<file path="config.mk">
export PLATFORM = sky130hd
export DESIGN_NAME = apu_reg_sequencer
export DESIGN_NICKNAME = d
export VERILOG_FILES = /design/src/rtl/apu_pkg.sv /design/src/rtl/apu_cmd_fifo.sv /design/src/rtl/apu_reg_sequencer.sv
export SDC_FILE = /design/constraint.sdc
export NUM_CORES = 1
export LEC_CHECK = 0
export ABC_AREA = 1
export CELL_PAD_IN_SITES_DETAIL_PLACEMENT = 2
export CELL_PAD_IN_SITES_GLOBAL_PLACEMENT = 2
export CORE_UTILIZATION = 39
export DETAILED_ROUTE_END_ITERATION = 7
export DONT_BUFFER_PORTS = 1
export HOLD_SLACK_MARGIN = 0.12
export PLACE_DENSITY = 0.83
export SLEW_MARGIN = 20
export SYNTH_ARGS = -nofsm -noshare
export SYNTH_HDL_FRONTEND = slang
export SYNTH_HIERARCHICAL = 1
export SYNTH_SLANG_ARGS = --single-unit
</file>
<file path="constraint.sdc">
create_clock -name clk -period 18.26 [get_ports clk]
set_clock_uncertainty 0.2 [all_clocks]
set_input_delay 5.478 -clock clk [delete_from_list [all_inputs] [get_ports clk]]
set_output_delay 5.478 -clock clk [all_outputs]
set_load 0.005 [all_outputs]
</file>
<file path="src/rtl/apu_pkg.sv">
// apu_pkg: shared types and constants for the APU register sequencer
//   APU_NUM_REGS / APU_ADDR_W size the register file; apu_cmd_t is one queued command;
//   seq_state_t is the sequencer FSM state.
package apu_pkg;
  localparam int APU_NUM_REGS = 32;
  localparam int APU_ADDR_W = 5;
  typedef struct packed {
    logic wait_f;
    logic [APU_ADDR_W-1:0] addr;
    logic [7:0] data;
  } apu_cmd_t;
  typedef enum logic [1:0] {IDLE, DECODE, WAIT} seq_state_t;
endpackage

</file>
<file path="src/rtl/apu_cmd_fifo.sv">
// apu_cmd_fifo: DEPTH-entry command FIFO with head view, level and sync flush
//   clk/rst     clock, async active-high reset
//   flush       empties the FIFO on the next edge, blocks push/pop that cycle
//   push/push_cmd  write one command (ignored when full)
//   pop         advance the head (ignored when empty)
//   head        oldest entry; empty/full/level report occupancy
module apu_cmd_fifo
  import apu_pkg::*;
#(
  parameter int DEPTH = 8
) (
  input  logic clk,
  input  logic rst,
  input  logic flush,
  input  logic push,
  input  apu_cmd_t push_cmd,
  input  logic pop,
  output apu_cmd_t head,
  output logic empty,
  output logic full,
  output logic [$clog2(DEPTH):0] level
);
  localparam int AW = $clog2(DEPTH);
  localparam int LW = AW + 1;
  apu_cmd_t mem [DEPTH];
  logic [AW-1:0] wr_ptr, rd_ptr;
  logic do_push, do_pop;
  assign empty = level == '0;
  assign full = level == LW'(DEPTH);
  assign do_push = push && !full && !flush;
  assign do_pop = pop && !empty && !flush;
  assign head = mem[rd_ptr];
  always_ff @(posedge clk)
    if (do_push) mem[wr_ptr] <= push_cmd;
  always_ff @(posedge clk or posedge rst)
    if (rst) begin
      wr_ptr <= '0;
      rd_ptr <= '0;
      level <= '0;
    end else if (flush) begin
      wr_ptr <= '0;
      rd_ptr <= '0;
      level <= '0;
    end else begin
      wr_ptr <= wr_ptr + AW'(do_push);
      rd_ptr <= rd_ptr + AW'(do_pop);
      level <= level + LW'(do_push) - LW'(do_pop);
    end
endmodule

</file>
<file path="src/rtl/apu_reg_sequencer.sv">
// apu_reg_sequencer: timed register-write scheduler feeding the APU register file
//   cmd_valid/cmd_ready/cmd_wait/cmd_addr/cmd_data  command port (write or quarter-frame wait)
//   flush         empties queue and aborts a wait; register contents kept
//   qfr_clk       quarter-frame clock, sampled through SYNC_STAGES flops
//   apu_reg_flat  32 x 8-bit registers, reg n at [8n+7:8n]
//   reg_wr_strobe one-hot, one-cycle pulse on each register write
//   busy / fifo_level  activity and queue occupancy
module apu_reg_sequencer
  import apu_pkg::*;
#(
  parameter int DEPTH = 8,
  parameter int SYNC_STAGES = 2
) (
  input  logic clk,
  input  logic rst,
  input  logic cmd_valid,
  output logic cmd_ready,
  input  logic cmd_wait,
  input  logic [APU_ADDR_W-1:0] cmd_addr,
  input  logic [7:0] cmd_data,
  input  logic flush,
  input  logic qfr_clk,
  output logic [8*APU_NUM_REGS-1:0] apu_reg_flat,
  output logic [APU_NUM_REGS-1:0] reg_wr_strobe,
  output logic busy,
  output logic [$clog2(DEPTH):0] fifo_level
);
  apu_cmd_t head, cur;
  seq_state_t state;
  logic empty, full, push, pop, qfr_rise;
  logic [7:0] wait_cnt;
  logic [SYNC_STAGES-1:0] sync;
  assign cmd_ready = !full && !flush;
  assign push = cmd_valid && cmd_ready;
  assign pop = state == IDLE && !empty && !flush;
  assign busy = state != IDLE || !empty;
  // sync[0] is the newest sample; a rise is seen between the last two stages
  assign qfr_rise = sync[SYNC_STAGES-2] && !sync[SYNC_STAGES-1];
  apu_cmd_fifo #(.DEPTH(DEPTH)) u_fifo (
    .clk(clk),
    .rst(rst),
    .flush(flush),
    .push(push),
    .push_cmd({cmd_wait, cmd_addr, cmd_data}),
    .pop(pop),
    .head(head),
    .empty(empty),
    .full(full),
    .level(fifo_level)
  );
  always_ff @(posedge clk or posedge rst)
    if (rst) sync <= '0;
    else sync <= {sync[SYNC_STAGES-2:0], qfr_clk};
  always_ff @(posedge clk or posedge rst)
    if (rst) begin
      state <= IDLE;
      cur <= '0;
      wait_cnt <= '0;
      apu_reg_flat <= '0;
      reg_wr_strobe <= '0;
    end else begin
      reg_wr_strobe <= '0;
      // a write already in DECODE completes even when flush arrives that cycle
      if (state == DECODE && !cur.wait_f) begin
        apu_reg_flat[{cur.addr, 3'b000} +: 8] <= cur.data;
        reg_wr_strobe <= APU_NUM_REGS'(1) << cur.addr;
      end
      if (flush) begin
        state <= IDLE;
        wait_cnt <= '0;
      end else
        case (state)
          IDLE:
            if (!empty) begin
              cur <= head;
              state <= DECODE;
            end
          DECODE:
            if (cur.wait_f && cur.data != 8'd0) begin
              wait_cnt <= cur.data;
              state <= WAIT;
            end else state <= IDLE;
          WAIT:
            if (qfr_rise) begin
              wait_cnt <= wait_cnt - 8'd1;
              if (wait_cnt == 8'd1) state <= IDLE;
            end
          default: state <= IDLE;
        endcase
    end
endmodule

</file>
==> metrics.txt <==
run status=finished, violations left; failing checks=DRC; Final Util=approximately 44%; Tot GR Track Use=between 20% and 30%; worst setup margin=between 6000 and 7000 ps; Layout Nets=2065; Final Cell Area=~0.021 mm^2; Detailed Place HPWL=between 40000 and 50000 um; Internal=1.87 mW; Die Wd=around 220 um; initial DRC count=855; Clk pin slew, worst setup/hold paths=approximately 60 ps; fillers=4985; Max Root-Sink Buffers=3; TritonCTS clock tree=yes; first-pass GRT wire length=between 90000 and 100000 um; Worst Path Buf+Inv=0; reg-to-reg slack, setup=roughly 14000 ps; EDFF count, synth=about 110; Root Driver=clkbuf_16; initial cell density of the core=39.7%; delay-heaviest family, CP=simple AND/OR/NAND/NOR gates; Final setup viols=0; Leak Pwr=a little over 10 nW; area delta synth->final=11.6%; H-tree depth=2; Routed WL per cell=approximately 25 um; crit path kind=input pin to output port; MaxCap Viol Count=0; residual DRC count=25; n_diodes=0; Die Ht=about 220 um; Worst Path Required=~13000 ps; row count=79; core footprint=~0.047 mm^2; Slew Limit Fails=0; via count=between 10k and 15k; worst vdd ir=approximately 74 uV; I/O pins=between 300 and 400; Critical Path, Cell by Cell=nor2_1; Reg power frac=41.2%; FFs w/ async S/R, synth=74.3%; iteration count of the initial detailed-routing pass=7; Primary FF master, synth=dfrtp_1; crit path launch type=input pin; PortBufs=0; Setup crit end kind=output port; largest net degree at the start of global routing=about 110; TritonCTS buffer count=between 40 and 50; syn avg cell area=9.08 um^2; CP max FO=20; commonest non-fill, non-tap cell in the layout=nand2_1; RSZ-0062 raised after global routing=no; Syn Inst Count=about 2.0k; worst slack at placement=about 7000 ps; Tmin final=11270 ps; Net Switching=~1.2 mW; total grt overflow=0; f_max=~89 MHz; CP arrival=~5600 ps; final cycle utilization of the critical path=between 60% and 70%; sw frac=a little under two fifths; final setup TNS=0 ps; mapped cell area=between 0.015 and 0.02 mm^2; synthesis-stage register bit count=roughly 440; Distinct cells, synth=33; post-synthesis sequential area ratio=about three fifths; most frequent cells in the layout=nand2_1 (714), dfrtp_1 (324), inv_1 (220); final antenna-violating net count=0; Hold WC Path Type=register to register; pwr dens=between 100 and 150 mW/mm^2; initial antenna violation count=1; final wirelength=66300 um; placed cell areas=0.0190 mm^2; # Post-CTS Setup Buffers=0; relative slew slack=between 30% and 40%; Ys Warns=6; drt via density=between 5 and 6; CTS resizes=0; worst skew pair latency=between 600 and 700 ps; clk sinks=about 440; Worst path slowest cell=nor2_1; final hold violation count=0; gpl congestion=about 0.8; Worst Tran Pin Value=1040 ps; clock group share of total power=between 30% and 40%; Hold WS=about 210 ps; Worst path max stage delay=about 110 ps; logic gate share of total power=about a quarter; Net Count, Synth=approximately 2.1k; share of layout cells above drive strength 1=under 10%; area of the die=0.0484 mm^2; hold buffers post-CTS=0; vias in the first global route=between 15k and 20k
cell usage after synthesis, types with 2 or more instances:
cell type	instances	area, um^2
inv_2	7	26.3
clkinv_1	6	22.5
nand3_1	195	976
o21ai_0	126	631
buf_2	36	180
nor2_2	3	18.8
nor3_1	11	55.1
nand4_1	32	200
nand2_1	714	2680
nor2_8	2	40.0
clkbuf_1	29	109
inv_1	221	830
ha_1	18	225
o21ai_1	26	130
buf_4	15	113
nor2_4	7	78.8
a21oi_1	9	45.0
xnor2_1	3	26.3
dfrtp_1	324	8110
nand2_2	10	62.6
buf_6	6	67.6
nor2_1	120	450
nor3b_1	2	15.0
edfxtp_1	112	3360
per-stage QoR:
stage	power (mW)	instances
2_1_floorplan	1.69	2043
3_3_place_gp	1.95	2583
3_5_place_dp	1.99	2583
4_1_cts	3.06	2673
5_1_grt	3.17	2673
6_report	3.03	2673
state kept, by name, indices dropped and copies added (netlist names):
signal / count
apu_reg_flat: 256
cur: 14
reg_wr_strobe: 32
state: 2
sync: 2
u_fifo/level: 4
u_fifo/mem: 112
u_fifo/rd_ptr: 3
u_fifo/wr_ptr: 3
wait_cnt: 8
layout make-up:
| type | count | area [um^2] | share of cell area (%) |
|---|---|---|---|
| well taps | 607 | 759 | 3.67 |
| multi-input cells | 1286 | 5730 | 27.7 |
| repair buffers | 20 | 154 | 0.743 |
| clock buffers | 68 | 1420 | 6.85 |
| clock inverters | 22 | 283 | 1.37 |
| flip-flops and latches | 436 | 11500 | 55.4 |
| inverters | 234 | 886 | 4.28 |
path summary, 6_finish.rpt:
| kind | cells past startpoint | from | to |
|---|---|---|---|
| hold / removal | 0 | sync[0]$_DFF_PP0_ | sync[1]$_DFF_PP0_ |
| max in group asynchronous | 3 | rst | apu_reg_flat[24]$_DFFE_PP0P_ |
| min in group asynchronous | 1 | rst | u_fifo/wr_ptr[1]$_DFF_PP0_ |
| setup reg to reg | 10 | cur[8]$_DFFE_PP0P_ | apu_reg_flat[251]$_DFFE_PP0P_ |
| hold reg to reg | 0 | sync[0]$_DFF_PP0_ | sync[1]$_DFF_PP0_ |
| setup / recovery | 1 | flush | cmd_ready |
metal layers:
| layer | wire length, um | share of wire [%] | GRT usage [%] | vias up |
|---|---|---|---|---|
| met5 | 8 | 0.012 | 0 | - |
| met4 | 2530 | 3.8 | 11.3 | 2 |
| met3 | 4430 | 6.7 | 6.42 | 131 |
| met2 | 33200 | 50 | 47.8 | 387 |
| met1 | 26100 | 39 | 32.7 | 7469 |
| li1 | - | - | - | 6432 |
cells by family (layout without fill, tap and decap cells):
logic type | Yosys count | count (layout) | synth area share, %
xor gates and xnor gates | 4 | 4 | 0.189
AOI/OAI and AO/OA | 163 | 163 | 4.42
and+or+nand+nor | 1100 | 1100 | 24.9
buffers and inverters | 321 | 344 | 7.29
DFF | 436 | 436 | 61.9
adders and majority gates | 19 | 19 | 1.32
power groups by stage:
stage	combinational (mW)	clock [mW]	sequential, mW
final	0.734	1.05	1.25
after global routing	0.811	1.10	1.26
after CTS	0.741	1.07	1.25
after detailed placement	0.731	0	1.26
after global placement	0.689	0	1.26
after floorplan	0.518	0	1.17
Note: power is estimated with default switching activity, not from simulation.
==> variant (same flow settings) <==
The parameter `SYNC_STAGES` goes from 2 to 4.
--- a/src/rtl/apu_reg_sequencer.sv
+++ b/src/rtl/apu_reg_sequencer.sv
@@ -10,5 +10,5 @@
 #(
   parameter int DEPTH = 8,
-  parameter int SYNC_STAGES = 2
+  parameter int SYNC_STAGES = 4
 ) (
   input  logic clk,
Check against the original RTL: no difference found for any inputs over 4 cycles, from zero or initial values and one cycle with rst high; that may be too few to reach the edited logic, so the function may still have changed.
==> variant against the unedited design <==
Wire length shrank 3.4%. Critical path depth is the same. Final area is essentially flat. Area after synthesis grew 1.2%. Worst setup slack gained 0.0020 ns. Power shrank 1.8%. Register-to-register slack lost 0.21 ns. Sequential cell count grew 2. Highest routed layer is now met4.
==> variant: results <==
[power]
net-switching-power_mw = 1.16
internal-power_mw = 1.81
p_seq_frac = 0.417
max-vdd-ir-drop_v = 0.0000731
p_leak_nw = 10.2

[worst_setup_path]
reg2reg_slack_ns = 14.15
crit_fanout = 18
critical-path-top-delay-family = simple AND/OR/NAND/NOR gates

[timing]
fin_ws_ns = 6.99
hold-worst-slack_ns = 0.160
max_slew_margin = 0.285

[drt]
wire_per_inst_um = 23.8
drt_iter0_markers = 866
dr_total_vias = 14400
dr.pass1.iters = 5
wl_um = 64000
final_antenna_net_count = 0

[synth]
syn_nets = 2097
synth_common_cells = 717 x nand2_1, 326 x dfrtp_1, 222 x inv_1
yosysSeqAreaShare = 0.614
async_reset_ff_frac = 0.744
ys_top_cells_by_area = dfrtp_1 43%, edfxtp_1 18%, nand2_1 14%
syn_avg_cell_area_um2 = 9.12

[placement]
post-place-ws_ns = 6.99
gp_congestion = 0.826
dp_cells = 2603
dpl.hpwl_um = 43700
postPlaceCellArea_um2 = 19200

[layout]
drive_gt1_frac = 0.0632

[global_routing]
grt_use_total = 0.264
grt_pass1_wl_um = 98800
grt_max_degree = 117
antenna_found_initial = 0

[run_status]
status = complete, no violations

[clock_network]
numCtsBuffers = 48
variant: changes by cell type in the layout (fill, tap and decap cells not counted), moves of 3 or more:
cell,delta
nand4_1,+34
o21ai_0,+9
clkinv_1,-3
nand2_1,+3
nor2_1,+11
nand3_1,-44
clkbuf_1,+4
nand2_4,+3
o21ai_1,-8
nand3_2,+5
bufinv_16,-4
o211ai_1,+3
variant: area by class of cell:
class                           count  area, um^2
Timing Repair Buffer               18         139
Clock inverter                     15         138
Fill cell                        5127       26900
Tap cell                          615         769
Multi-Input combinational cell   1298        5850
Sequential cell                   438       11500
Inverter                          234         886
Clock buffer                       71        1420
variant: kinds of logic (layout without fill, tap and decap cells):
kind of cell	count (synthesis)	count (layout)	share of synthesized area
compound gates	168	168	0.0456
xor+xnor	2	2	0.000933
fa+ha+maj	19	19	0.0131
buf+inv	323	338	0.0752
flops	438	438	0.614
simple gates	1109	1109	0.252
variant: worst register-to-register path, cell delays in order, from the launching register on:
cell,delay (ns)
dfrtp_1,0.62
inv_1,0.21
ha_1,0.34
nand3_2,0.29
nand2_2,0.48
nor2_8,0.92
nand2_1,0.59
nand2_1,0.20
o21ai_0,0.12
variant: per-layer routing:
layer	global-route usage	vias up	part of all wire	wire, um
met3	0.0787	103	0.069	4430
met2	0.463	342	0.51	32400
met4	0.0821	0	0.028	1800
met1	0.309	7466	0.40	25400
met5	0	-	0	0
li1	-	6505	-	-
variant: final timing paths:
check	start	to	cells after the start
max	flush	cmd_ready	1
min	sync[1]	sync[2]	0
max reg2reg	cur[8]	apu_reg_flat[52]	8
min reg2reg	sync[1]	sync[2]	0
max in group asynchronous	rst	apu_reg_flat[187]	3
min in group asynchronous	rst	u_fifo/wr_ptr[1]	1
